--- src/rtl/wb_pc_unit.sv ---
// wb_pc_unit: writeback mux, branch/jump resolution and architectural PC.
// A taken redirect squashes the next FLUSH_CYCLES EX/WB slots, which are
// the wrong-path instructions already in flight behind the redirect.
module wb_pc_unit #(
  parameter int unsigned FLUSH_CYCLES = 3,
  parameter logic [31:0] RESET_PC     = 32'h0000_0000,
  parameter int unsigned PC_STEP      = 1
) (
  input  logic        clk,
  input  logic        rst_n,
  input  logic        stall,
  input  logic [31:0] alu_in,
  input  logic [31:0] data_mem_in,
  input  logic [31:0] addr_in,
  input  logic [5:0]  rd_in,
  input  logic        n_in,
  input  logic        z_in,
  input  logic        reg_write_in,
  input  logic        memtoreg_in,
  input  logic        pctoreg_in,
  input  logic        branch_neg_in,
  input  logic        branch_z_in,
  input  logic        jump_in,
  input  logic        jump_mem_in,
  output logic        rf_we,
  output logic [5:0]  rf_waddr,
  output logic [31:0] rf_wdata,
  output logic [31:0] pc,
  output logic        redirect,
  output logic        flush,
  output logic        squashing
);

  // A zero-length squash still needs a legal one-bit counter.
  localparam int unsigned CNT_W = (FLUSH_CYCLES > 0) ? $clog2(FLUSH_CYCLES + 1) : 1;

  typedef enum logic {
    RUN    = 1'b0,
    SQUASH = 1'b1
  } state_t;

  state_t           state_q, state_d;
  logic [CNT_W-1:0] cnt_q, cnt_d;
  logic [31:0]      pc_q, pc_d;
  logic             taken;
  logic [31:0]      target;

  assign squashing = (state_q == SQUASH);
  assign pc        = pc_q;

  // Writeback port: pctoreg beats memtoreg beats the ALU result.
  always_comb begin
    rf_wdata = alu_in;
    if (pctoreg_in) begin
      rf_wdata = addr_in;
    end else if (memtoreg_in) begin
      rf_wdata = data_mem_in;
    end
    rf_we    = reg_write_in & ~squashing;
    rf_waddr = rd_in;
  end

  // Redirect resolution; wrong-path slots cannot redirect.
  always_comb begin
    taken    = jump_mem_in | jump_in | (branch_z_in & z_in) | (branch_neg_in & n_in);
    target   = jump_mem_in ? data_mem_in : addr_in;
    redirect = taken & ~squashing;
    flush    = redirect | squashing;
  end

  // Squash FSM next state: count down the wrong-path slots, ignoring stall.
  always_comb begin
    state_d = state_q;
    cnt_d   = cnt_q;
    case (state_q)
      RUN: begin
        if (redirect && (FLUSH_CYCLES > 0)) begin
          state_d = SQUASH;
          cnt_d   = CNT_W'(FLUSH_CYCLES);
        end
      end
      SQUASH: begin
        cnt_d = cnt_q - CNT_W'(1);
        if (cnt_q <= CNT_W'(1)) begin
          state_d = RUN;
          cnt_d   = '0;
        end
      end
      default: begin
        state_d = RUN;
        cnt_d   = '0;
      end
    endcase
  end

  // Next PC: redirect overrides stall; sequential step wraps at 2^32.
  always_comb begin
    pc_d = pc_q + 32'(PC_STEP);
    if (redirect) begin
      pc_d = target;
    end else if (stall) begin
      pc_d = pc_q;
    end
  end

  // State, counter and PC registers with asynchronous reset.
  always_ff @(posedge clk or negedge rst_n) begin
    if (!rst_n) begin
      state_q <= RUN;
      cnt_q   <= '0;
      pc_q    <= RESET_PC;
    end else begin
      state_q <= state_d;
      cnt_q   <= cnt_d;
      pc_q    <= pc_d;
    end
  end

endmodule

--- config.mk ---
export PLATFORM = sky130hd
export DESIGN_NAME = wb_pc_unit
export DESIGN_NICKNAME = d
export VERILOG_FILES = /design/src/rtl/wb_pc_unit.sv
export SDC_FILE = /design/constraint.sdc
export NUM_CORES = 1
export LEC_CHECK = 0
export CORE_UTILIZATION = 41
export DETAILED_ROUTE_END_ITERATION = 8
export PLACE_DENSITY = 0.95
export SETUP_SLACK_MARGIN = 0.2
export SLEW_MARGIN = 20
export SYNTH_ARGS = -nofsm -noshare
export SYNTH_HDL_FRONTEND = slang
export SYNTH_SLANG_ARGS = --single-unit
--- constraint.sdc ---
create_clock -name clk -period 5.3 [get_ports clk]
set_input_delay 1.06 -clock clk [delete_from_list [all_inputs] [get_ports clk]]
set_output_delay 1.06 -clock clk [all_outputs]
set_load 0.01 [all_outputs]
==> metrics.md <==
| Metric | Value |
|---|---|
| Routed Antenna Nets | 0 |
| Setup TNS | 0 ns |
| Post-CTS Setup Bufs | 0 |
| Post_cts resized | 0 |
| Worst path top cell family by delay | buffers and inverters |
| Worst path max stage delay | 0.73 ns |
| Syn_area_per_cell | 8.22 µm² |
| Fin area | 4890 µm² |
| Fraction of layout cells with a size suffix above 1 | 4.38% |
| Synth Register Bits | 35 |
| Post-CTS Hold Buffers | 0 |
| Max-slew violations | 0 |
| Core Box Area | 7250 µm² |
| Hold WS | 0.526 ns |
| Buf+Inv Stages, Crit Path | 2 |
| Worst setup margin | 1.48 ns |
| Vias per cell | 5.55 |
| Most common cell after layout, fill and taps aside | clkdlybuf4s50_1 |
| Max rail drop VDD | 172 µV |
| HPWL Detailed | ~7500 µm |
| Fin nets | 639 |
| Area post-placement | between 4000 and 5000 µm² |
| Worst Tran Pin Value | 0.973 ns |
| Clock network power share | a little under an eighth |
| Inst Count DP | between 600 and 700 |
| WHS Path Cells | 1 |
| Mapped Area | 3090 µm² |
| Xor/xnor share of the synthesized area | 3.68% |
| Int Pwr | 1.06 mW |
| Vias in the first global route | 3280 |
| Register area share after synthesis | approximately 28% |
| Critical path launch point type | input port |
| Synth Area in Adders | 0.405% |
| Area of the multi-input gates | between 2000 and 2500 µm² |
| Drt first pass iters | 4 |
| Pwr Density | 370 nW/µm² |
| Vias | 3466 |
| CP required | approximately 4.2 ns |
| Max transition margin | 35.1% |
| Worst setup EP type | output port |
| Cell variety after synth | 42 |
| Root buffer cell | clkbuf_8 |
| Reg area | 876 µm² |
| TritonCTS buffer count | 5 |
| Kind of critical path | in -> out |
| # IOs | 188 |
| Largest net degree at the start of global routing | 65 |
| Outcome | completed |
| Grt ovf | 0 |
| Max H-tree Level | 2 |
| Yosys warns | 0 |
| Worst skew pair latency | 0.29 ns |
| CP arrival | ~2.8 ns |
| Mux share of post-synthesis cell area | 13.0% |
| Post-Layout Cell Count | about 630 |
| Cell breakdown of the critical path | buf_2 > mux2i_1 > o21ai_0 > clkdlybuf4s50_1 |
| Clk sinks | 35 |
| Final Power | 1.81 mW |
| Worst path slowest cell | buf_2 |
| Sequential Power Share | 32.3% |
| DRC violations left | 0 |
| Syn-to-layout area delta | 58.0% |
| Worst Clk Skew | 0.00710 ns |
| Most frequent cells in the layout | clkdlybuf4s50_1, nand2_1, o21ai_0, mux2i_1, dfrtp_1 |
| Compound-Gate Fraction of Synth Area | between 20% and 30% |
| Initial core utilization | 42.6% |
| Worst Hold Path EP | squashing |
| Routed WL per cell | between 15 and 20 µm |
| Cell row count | 31 |
| Upper clock frequency limit | between 0.2 and 0.3 GHz |
| Reg-to-reg setup timing slack | about 3.2 ns |
| CTS tree | done |
| CTS clk-pin slew, worst paths | 0.06 ns |
| Initial antenna violation count | 1 |
| Die Ht | 88.8 µm |
| Hold Vio Cnt, Final | 0 |
| Final worst path period need | 3.82 ns |
| Pleak | 1.87 nW |
| Sw frac | 41.5% |
| Gr usage total | between 20% and 30% |
| FILL cells | 590 |
| Gpl congestion | 0.763 |
| RR Endpoint | pc[26] |
| First-pass GRT wire length | between 15000 and 20000 µm |
| Largest family of logic cells by synthesized area | simple AND/OR/NAND/NOR gates |
| R2R Path Start | pc[3] |
| Setup violators final | 0 |
| NetSw | 0.750 mW |
| Pre-CTS setup slack | 1.47 ns |
| Comb power frac | 55.7% |
| Cell count after synthesis | 376 |
| Synth Area in Simple Gates | 25.3% |
| IO buf count | 175 |
| Worst R2R Path Depth | 4 |
| Max-Cap Viols | 0 |
| Max FO, Critical Path | 32 |
| Post-Syn Nets | 491 |
| Min-delay src | cnt_q[1] |
| Clock tree buffer depth | 2 |
| Die area | 7890 µm² |
| Fin crit share | 72.1% |
| Worst hold path class | reg -> reg |
| Drt total wl | 10000 µm |
| Unrepaired setup endpoints after global routing | false |
| Finished Core Util | 67.4% |
| 1st-iter DRT viols | 168 |
| Die width | about 89 µm |
layer usage:
metal	wire length (µm)	up-vias	track usage (%)
li1	-	1708	-
met1	3950	1603	28.6
met2	5110	143	47.3
met3	783	12	6.16
met4	160	0	6.74
met5	0	-	0
cells in the mapped netlist:
master | number | share of area, %
a211o_1 | 1 | 0.28
a211oi_1 | 27 | 6.6
a21oi_1 | 13 | 2.1
a2bb2oi_1 | 1 | 0.28
a31oi_1 | 16 | 3.2
and2_1 | 3 | 0.61
and3_1 | 5 | 1.0
and3_2 | 1 | 0.24
and3b_1 | 1 | 0.28
and4_1 | 2 | 0.57
and4b_1 | 1 | 0.32
buf_2 | 5 | 0.81
buf_4 | 8 | 1.9
buf_6 | 2 | 0.73
clkbuf_1 | 21 | 2.5
dfrtp_1 | 35 | 28
ha_1 | 1 | 0.40
inv_1 | 4 | 0.49
inv_2 | 1 | 0.12
mux2_2 | 2 | 0.73
mux2i_1 | 38 | 12
nand2_1 | 46 | 5.6
nand2b_1 | 2 | 0.40
nand3_1 | 8 | 1.3
nand3b_1 | 2 | 0.49
nand4_1 | 9 | 1.8
nand4_2 | 2 | 0.81
nand4_4 | 2 | 1.4
nand4b_1 | 1 | 0.28
nor2_1 | 1 | 0.12
nor2b_1 | 28 | 5.7
nor4_1 | 1 | 0.20
o211ai_1 | 2 | 0.49
o21a_1 | 1 | 0.24
o21ai_0 | 40 | 6.5
o21ai_2 | 1 | 0.28
o31ai_1 | 11 | 2.7
or3_1 | 4 | 0.81
or3_2 | 1 | 0.24
or4_1 | 13 | 3.2
xnor2_1 | 3 | 0.85
xor2_1 | 10 | 2.8
sequential cells by signal, summed over array words and instances, names as in the netlist:
name,flops
cnt_q,2
pc,32
squashing,1
how the worst max path moves through the flow:
stage	depth (start not counted)	start	end	slack (ns)
global route	4	memtoreg_in	rf_wdata[25]	1.33
floorplan	4	memtoreg_in	rf_wdata[11]	2.11
CTS	4	memtoreg_in	rf_wdata[21]	1.47
global placement	4	memtoreg_in	rf_wdata[4]	1.52
finish	4	memtoreg_in	rf_wdata[27]	1.48
detailed placement	4	memtoreg_in	rf_wdata[21]	1.47
worst reg2reg max path: stages (launching register included):
cell and delay [ns]:
dfrtp_1 0.46, and4_1 0.52, nand3_1 0.35, or4_1 0.54, a31oi_1 0.17
logic make-up after synthesis:
group / after synthesis
AOI/OAI and AO/OA: 113
xor gates and xnor gates: 13
adders and majority gates: 1
buffers and inverters: 41
DFF: 35
muxes: 40
and+or+nand+nor: 133
final cells by class:
cell class,count,area share [%]
clock buffer,8,2.05
multi-input combinational,300,41.3
inverter,5,0.384
sequential,35,17.9
tap,99,2.54
antenna,1,0.0512
timing repair buffer,177,35.7
power by group through the flow:
stage	combinational [mW]	sequential (mW)	clock (mW)
after floorplan	0.493	0.589	0
after global placement	0.984	0.569	0
after detailed placement	1.01	0.580	0
after CTS	1.02	0.577	0.221
after global routing	1.09	0.608	0.232
final	1.01	0.583	0.217
No activity file was read; power rests on OpenSTA's default activity.
